`src/rtl/wb_ooo_slave_pkg.sv`:
```
// Shared types, constants and helpers for the out-of-order Wishbone slave.
// Bus widths are fixed here because the slot struct and the interface both depend on them.
package wb_ooo_pkg;

    localparam int ADDR_W         = 32;
    localparam int DATA_W         = 32;
    localparam int TAG_W          = 4;
    localparam int SEL_W          = DATA_W / 8;
    localparam int CNT_W          = 3;
    localparam int DEPTH_DFLT     = 4;
    localparam int MEM_WORDS_DFLT = 16;

    // One outstanding request, parked until its countdown expires and it wins arbitration.
    typedef struct packed {
        logic              valid;
        logic [TAG_W-1:0]  tag;
        logic [DATA_W-1:0] data;
        logic              err;
        logic [CNT_W-1:0]  cnt;
    } slot_t;

    // Completion latency selected by ADR_I[3:2]: 1 + 2*n, i.e. 1, 3, 5 or 7.
    function automatic logic [CNT_W-1:0] slot_latency(input logic [1:0] adr_3_2);
        return {adr_3_2, 1'b1};
    endfunction

endpackage

```
`src/rtl/wb_ooo_slave_if.sv`:
```
// Wishbone request/response bundle between the interconnect (master) and the slave endpoint.
interface wb_ooo_slave_if;
    import wb_ooo_pkg::*;

    logic              CYC_I;
    logic              STB_I;
    logic              WE_I;
    logic [ADDR_W-1:0] ADR_I;
    logic [DATA_W-1:0] DAT_I;
    logic [SEL_W-1:0]  SEL_I;
    logic [TAG_W-1:0]  TGA_I;
    logic              ACK_O;
    logic              RTY_O;
    logic              RESP_O;
    logic              ERR_O;
    logic [DATA_W-1:0] DAT_O;
    logic [TAG_W-1:0]  TGD_O;

    modport master (
        output CYC_I, STB_I, WE_I, ADR_I, DAT_I, SEL_I, TGA_I,
        input  ACK_O, RTY_O, RESP_O, ERR_O, DAT_O, TGD_O
    );

    modport slave (
        input  CYC_I, STB_I, WE_I, ADR_I, DAT_I, SEL_I, TGA_I,
        output ACK_O, RTY_O, RESP_O, ERR_O, DAT_O, TGD_O
    );

endinterface

```
`src/rtl/wb_ooo_slave_slot_pick.sv`:
```
// Find-first-set over N request bits: lowest set index wins.
module wb_ooo_slot_pick #(
    parameter int N     = 4,
    parameter int IDX_W = (N > 1) ? $clog2(N) : 1
) (
    input  logic [N-1:0]     i_req,
    output logic [IDX_W-1:0] o_idx,
    output logic             o_found
);

    always_comb begin
        // NOTE: defaults first so every path assigns every output; otherwise a latch is inferred.
        o_found = 1'b0;
        o_idx   = '0;
        for (int i = N - 1; i >= 0; i--) begin
            if (i_req[i]) begin
                o_found = 1'b1;
                o_idx   = IDX_W'(i);
            end
        end
    end

endmodule

```
`src/rtl/wb_ooo_slave.sv`:
```
// Wishbone slave: acknowledges tagged requests on acceptance and returns completions
// out of order from a small slot buffer, one RESP_O pulse per completion.
module wb_ooo_slave
    import wb_ooo_pkg::*;
#(
    parameter int DEPTH     = DEPTH_DFLT,
    parameter int MEM_WORDS = MEM_WORDS_DFLT
) (
    input  logic          CLK_I,
    input  logic          RST_I,
    wb_ooo_slave_if.slave wb
);

    localparam int SLOT_W = (DEPTH > 1) ? $clog2(DEPTH) : 1;
    localparam int WIDX_W = $clog2(MEM_WORDS);

    slot_t             r_slot [DEPTH];
    logic [DATA_W-1:0] r_mem  [MEM_WORDS];
    logic              r_ack;
    logic              r_rty;
    logic              r_resp;
    logic              r_err;
    logic [DATA_W-1:0] r_dat;
    logic [TAG_W-1:0]  r_tgd;

    logic [DEPTH-1:0]  w_free;
    logic [DEPTH-1:0]  w_ready;
    logic [SLOT_W-1:0] w_alloc_idx;
    logic [SLOT_W-1:0] w_resp_idx;
    logic              w_alloc_found;
    logic              w_resp_found;
    logic              w_req;
    logic              w_accept;
    logic              w_oor;
    logic              w_write;
    logic [WIDX_W-1:0] w_widx;
    slot_t             w_new_slot;
    logic [1:0]        w_unused;

    // While ACK_O/RTY_O is high the held strobe belongs to the request just answered.
    assign w_req    = wb.CYC_I & wb.STB_I & ~r_ack & ~r_rty;
    assign w_accept = w_req & w_alloc_found;
    assign w_widx   = wb.ADR_I[WIDX_W+1:2];
    assign w_oor    = |wb.ADR_I[ADDR_W-1:WIDX_W+2];
    assign w_write  = w_accept & wb.WE_I & ~w_oor;
    assign w_unused = wb.ADR_I[1:0];

    always_comb begin
        for (int i = 0; i < DEPTH; i++) begin
            w_free[i]  = ~r_slot[i].valid;
            w_ready[i] = r_slot[i].valid && (r_slot[i].cnt == '0);
        end
    end

    always_comb begin
        w_new_slot       = '0;
        w_new_slot.valid = 1'b1;
        w_new_slot.tag   = wb.TGA_I;
        w_new_slot.err   = w_oor;
        w_new_slot.cnt   = w_oor ? CNT_W'(1) : slot_latency(wb.ADR_I[3:2]);
        if (!w_oor && !wb.WE_I) begin
            w_new_slot.data = r_mem[w_widx];
        end
    end

    wb_ooo_slot_pick #(.N(DEPTH), .IDX_W(SLOT_W)) u_alloc_pick (
        .i_req   (w_free),
        .o_idx   (w_alloc_idx),
        .o_found (w_alloc_found)
    );

    wb_ooo_slot_pick #(.N(DEPTH), .IDX_W(SLOT_W)) u_resp_pick (
        .i_req   (w_ready),
        .o_idx   (w_resp_idx),
        .o_found (w_resp_found)
    );

    // Allocation sees pre-edge valid bits, so a slot freed at this edge is not reused here.
    always_ff @(posedge CLK_I or posedge RST_I) begin
        if (RST_I) begin
            r_ack  <= 1'b0;
            r_rty  <= 1'b0;
            r_resp <= 1'b0;
            r_err  <= 1'b0;
            r_dat  <= '0;
            r_tgd  <= '0;
            for (int i = 0; i < DEPTH; i++) begin
                r_slot[i] <= '0;
            end
        end else begin
            // NOTE: non-blocking so every read here sees pre-edge state, independent of statement order.
            r_ack  <= w_accept;
            r_rty  <= w_req & ~w_alloc_found;
            r_resp <= w_resp_found;
            if (w_resp_found) begin
                r_tgd <= r_slot[w_resp_idx].tag;
                r_dat <= r_slot[w_resp_idx].data;
                r_err <= r_slot[w_resp_idx].err;
            end
            for (int i = 0; i < DEPTH; i++) begin
                if (r_slot[i].valid && (r_slot[i].cnt != '0)) begin
                    r_slot[i].cnt <= r_slot[i].cnt - CNT_W'(1);
                end
            end
            if (w_resp_found) begin
                r_slot[w_resp_idx].valid <= 1'b0;
            end
            if (w_accept) begin
                r_slot[w_alloc_idx] <= w_new_slot;
            end
        end
    end

    // NOTE: the word memory is reset on purpose; reads after reset must return zero.
    always_ff @(posedge CLK_I or posedge RST_I) begin
        if (RST_I) begin
            for (int w = 0; w < MEM_WORDS; w++) begin
                r_mem[w] <= '0;
            end
        end else if (w_write) begin
            for (int b = 0; b < SEL_W; b++) begin
                if (wb.SEL_I[b]) begin
                    r_mem[w_widx][8*b +: 8] <= wb.DAT_I[8*b +: 8];
                end
            end
        end
    end

    assign wb.ACK_O  = r_ack;
    assign wb.RTY_O  = r_rty;
    assign wb.RESP_O = r_resp;
    assign wb.ERR_O  = r_err;
    assign wb.DAT_O  = r_dat;
    assign wb.TGD_O  = r_tgd;

endmodule

```
`src/flat_wrapper.sv`:
```
// flat-port wrapper written by rule: the top's interface ports become plain ports
module wb_ooo_slave_flat import wb_ooo_pkg::*;
#(
    parameter int DEPTH     = DEPTH_DFLT,
    parameter int MEM_WORDS = MEM_WORDS_DFLT
)
  (CLK_I, RST_I, wb_CYC_I, wb_STB_I, wb_WE_I, wb_ADR_I, wb_DAT_I, wb_SEL_I, wb_TGA_I, wb_ACK_O, wb_RTY_O, wb_RESP_O, wb_ERR_O, wb_DAT_O, wb_TGD_O);
  wb_ooo_slave_if wb_i ();
  input  logic CLK_I;
  input  logic RST_I;
  input wire logic [$bits(wb_i.CYC_I)-1:0] wb_CYC_I;
  input wire logic [$bits(wb_i.STB_I)-1:0] wb_STB_I;
  input wire logic [$bits(wb_i.WE_I)-1:0] wb_WE_I;
  input wire logic [$bits(wb_i.ADR_I)-1:0] wb_ADR_I;
  input wire logic [$bits(wb_i.DAT_I)-1:0] wb_DAT_I;
  input wire logic [$bits(wb_i.SEL_I)-1:0] wb_SEL_I;
  input wire logic [$bits(wb_i.TGA_I)-1:0] wb_TGA_I;
  output wire logic [$bits(wb_i.ACK_O)-1:0] wb_ACK_O;
  output wire logic [$bits(wb_i.RTY_O)-1:0] wb_RTY_O;
  output wire logic [$bits(wb_i.RESP_O)-1:0] wb_RESP_O;
  output wire logic [$bits(wb_i.ERR_O)-1:0] wb_ERR_O;
  output wire logic [$bits(wb_i.DAT_O)-1:0] wb_DAT_O;
  output wire logic [$bits(wb_i.TGD_O)-1:0] wb_TGD_O;
  assign wb_i.CYC_I = wb_CYC_I;
  assign wb_i.STB_I = wb_STB_I;
  assign wb_i.WE_I = wb_WE_I;
  assign wb_i.ADR_I = wb_ADR_I;
  assign wb_i.DAT_I = wb_DAT_I;
  assign wb_i.SEL_I = wb_SEL_I;
  assign wb_i.TGA_I = wb_TGA_I;
  assign wb_ACK_O = wb_i.ACK_O;
  assign wb_RTY_O = wb_i.RTY_O;
  assign wb_RESP_O = wb_i.RESP_O;
  assign wb_ERR_O = wb_i.ERR_O;
  assign wb_DAT_O = wb_i.DAT_O;
  assign wb_TGD_O = wb_i.TGD_O;
  wb_ooo_slave #(.DEPTH(DEPTH), .MEM_WORDS(MEM_WORDS)) u_core (.CLK_I(CLK_I), .RST_I(RST_I), .wb(wb_i));
endmodule
```
`config.mk`:
```
export PLATFORM = sky130hd
export DESIGN_NAME = wb_ooo_slave_flat
export DESIGN_NICKNAME = d
export VERILOG_FILES = /design/src/rtl/wb_ooo_slave_pkg.sv /design/src/rtl/wb_ooo_slave_if.sv /design/src/rtl/wb_ooo_slave_slot_pick.sv /design/src/rtl/wb_ooo_slave.sv /design/src/flat_wrapper.sv
export SDC_FILE = /design/constraint.sdc
export NUM_CORES = 1
export LEC_CHECK = 0
export BUFFER_PORTS_ARGS = -buffer_cell sky130_fd_sc_hd__buf_4
export CORE_MARGIN = 8
export CORE_UTILIZATION = 40
export DETAILED_ROUTE_END_ITERATION = 12
export GPL_ROUTABILITY_DRIVEN = 0
export HOLD_SLACK_MARGIN = 0.1
export PLACE_DENSITY_LB_ADDON = 0.08
export RECOVER_POWER = 50
export SETUP_SLACK_MARGIN = 0.3
export SYNTH_ARGS = -nofsm -noshare
export SYNTH_HDL_FRONTEND = slang
export SYNTH_SLANG_ARGS = --single-unit
```
`constraint.sdc`:
```
create_clock -name CLK_I -period 40.6 [get_ports CLK_I]
set_clock_uncertainty 0.05 [all_clocks]
set_input_delay 8.12 -clock CLK_I [delete_from_list [all_inputs] [get_ports CLK_I]]
set_output_delay 8.12 -clock CLK_I [all_outputs]
set_load 0.005 [all_outputs]
```
==> flow_summary.yaml <==
sta:
  fin_crit_sh: 0.4448
  timing_worst_slew_pin_value_ps: 6106
  rsz0062_at_grt: "no"
  clock.fmax_mhz: 55.38
  setup_viol: 0
  finalSetupTns_ps: 0
  hold_viol: 0
  period_needed_ps: 18060
  relSlewSlack: -3.093
  maxSlewViolCount: 1165
cts:
  cts_tree: "yes"
  htree_levels: 3
  numCtsBuffers: 80
  root_buffer: "clkbuf_16"
  cts.clk_slew.worst_paths_ps: 60
  ctsHoldBuffers: 0
  post-cts-setup-buffers: 0
  numClockSinks: 716
  insertion_delay_ps: 610
  cts_resized: 0
  clk_path_buf_depth: 3
detailed_routing:
  vias: 20061
  wl_met3_um: 4380
  dr.pass1.iters: 7
  top_layer_used: "met5"
  drt_iter0_drc: 1205
  wl_met2_um: 39430
  drc_errors: 0
  drt_wl_total_um: 82850
  m1WireLength_um: 37300
  wire_per_inst_um: 23.34
  via_per_inst: 5.651
  antenna_left: 0
synthesis:
  synth-seq-cells: 716
  syn_nets: 2468
  netlist_top_cells_area: "dfrtp_1 55%, mux2_2 18%, mux4_2 8.9%"
  yosysSeqAreaShare: 0.5530
  yosys.area.top_type_share: 0.5530
  synth_cell_types: 51
  synthCells: 2383
  avgSynthCellArea_um2: 13.60
  synthArstFlopShare: 1.000
  syn_area_um2: 32400
  ys.flop_type: "dfrtp_1"
  synth_top_area_cell: "dfrtp_1"
  synth_edf_count: 0
  yosysWarnings: 0
  yosysMostFrequentCell: "dfrtp_1"
  synth_common_cells: "716 x dfrtp_1, 529 x mux2_2, 185 x nand2_1, 128 x mux4_2, 125 x nor2_1"
critical_path:
  worstSetupPathType: "in2async"
  ff2ff_path_depth: 5
  crit_buf_inv: 4
  worstPathRequired_ps: 40350
  crit_top_cell: "clkbuf_1"
  slowest_delay_ps: 3340
  path_cells: "clkbuf_4, clkinvlp_2, clkbuf_1, clkbuf_1"
  path_delay_family: "buffers and inverters"
  start_kind: "primary input"
  cp_slowest_cell: "clkinvlp_2"
  cp.depth: 4
  crit_fanout: 137
  arrival_ps: 17810
  cp-end-kind: "async pin"
placed_design:
  port_buffers: 114
  hpwl_um: 51480
global_routing:
  grt_pass1_wl_um: 130200
  grt_usage: 0.1842
  antenna_found_initial: 5
  grt_pass1_vias: 21511
  grt_max_degree: 138
  grt-ovfl-total: 0
floorplanning:
  coreArea_um2: 80420
  die_y_um: 300.6
  start_util: 0.4029
  die-area_um2: 90370
  die-width_um: 300.6
  rows: 104
  top_level_ports: 117
run_status:
  failed_checks: "capacitance limit, slew limit"
  outcome: "finished, violations left"
flow_run:
  drv_cap: 27
worst_hold_path:
  hold_depth: 2
  min_path_type: "reg2reg"
final_layout:
  fill_cells: 7271
  nNetsFinal: 2519
  regArea_um2: 17920
  multi_input_area_um2: 13550
  syn_to_final_growth_pct: 11.96
  drive_gt1_frac: 0.3660
power:
  p_leak_nw: 16.89
  total_power_mw: 1.680
  powerDensity_nw_per_um2: 46.31
  ir_drop_v: 0.00002822
-- cell families after synthesis --
kind of cell / count (synthesis) / synth area share
flip-flops: 716 / 0.5530
multiplexers: 666 / 0.2757
AND/OR/NAND/NOR: 484 / 0.07835
AO/OA/AOI/OAI: 321 / 0.06464
buffers and inverters: 185 / 0.02448
adder cells (fa/ha/maj): 8 / 0.003089
XOR/XNOR: 3 / 0.0008111
-- metrics by stage --
step                utilization  instance area (um^2)  hold WS [ps]  std cells  worst slack [ps]
finish                   0.4511                 36280         428.6       3550             22540
global route             0.4510                 36270         450.9       3547             20270
CTS                      0.4548                 36580         432.8       3546             29550
detailed placement       0.4242                 34110         419.4       3412             28890
global placement         0.4242                 34110         409.5       3412             28910
floorplan                     -                 32400         399.5       2383             12350
-- routing by layer --
layer | vias to the layer above | track usage
li1 | 8904 | -
met3 | 123 | 0.03658
met2 | 452 | 0.3018
met1 | 10580 | 0.2485
met4 | 2 | 0.05258
met5 | - | 0
-- cells in the final DEF, fill, tap and decap left out, types with 8 or more instances in the layout --
| cell type | count |
|---|---|
| nand2_1 | 185 |
| a22oi_1 | 37 |
| clkinv_2 | 9 |
| clkbuf_4 | 28 |
| ha_1 | 8 |
| clkbuf_1 | 51 |
| nand4_2 | 8 |
| o21ai_1 | 32 |
| a22o_1 | 64 |
| clkbuf_16 | 82 |
| nor2_1 | 124 |
| mux4_2 | 128 |
| mux2_2 | 528 |
| or4_1 | 10 |
| dfrtp_1 | 716 |
| nor3_1 | 17 |
| nand3_1 | 43 |
| buf_4 | 83 |
| clkbuf_8 | 15 |
| a31oi_1 | 37 |
| inv_1 | 11 |
| o21ai_0 | 105 |
| a21o_1 | 38 |
| nand4_1 | 45 |
-- registers in the layout (all words and copies together), names as in the netlist --
name	flops
u_core.r_mem	512
u_core.r_slot	164
u_core.wb.DAT_O	32
u_core.wb.TGD_O	4
u_core.wb.ACK_O	1
u_core.wb.ERR_O	1
u_core.wb.RESP_O	1
u_core.wb.RTY_O	1
-- where the power goes --
group | leakage (nW) | internal [mW] | switching (mW) | total [mW]
Combinational | 5.81 | 0.0764 | 0.140 | 0.216
Sequential | 9.87 | 0.752 | 0.0236 | 0.776
Clock | 1.21 | 0.403 | 0.285 | 0.688
-- worst register-to-register path: stages (launching register included) --
cell       delay (ps)
dfrtp_1           440
nand4bb_1         220
clkbuf_1          340
nor2_1           2590
nand4_1          1350
mux2_2            600
-- path summary, 6_finish.rpt --
kind	startpoint	endpoint	slack [ps]
max in group CLK_I	wb_ADR_I[3]	u_core.r_mem[344]$_DFFE_PP0P_	25380
worst min-delay path	u_core.r_slot[127]$_DFFE_PP0P_	u_core.r_slot[127]$_DFFE_PP0P_	430
worst min register to register	u_core.r_slot[127]$_DFFE_PP0P_	u_core.r_slot[127]$_DFFE_PP0P_	430
min in group asynchronous	RST_I	u_core.wb.DAT_O[27]$_DFFE_PP0N_	9350
worst max register to register	u_core.wb.ACK_O$_DFF_PP0_	u_core.r_mem[400]$_DFFE_PP0P_	34890
worst max-delay path	RST_I	u_core.r_slot[137]$_DFFE_PP0P_	22540
-- final cells by class --
type                            instances  share of cell area
Timing Repair Buffer                  142             0.02649
Sequential cell                       716              0.4939
Inverter                               12            0.001276
Multi-Input combinational cell       1482              0.3736
Clock inverter                         15            0.003415
Antenna cell                            4           0.0002759
Tap cell                             1060             0.03656
Clock buffer                          119             0.06453
No activity file was read; power rests on OpenSTA's default activity.
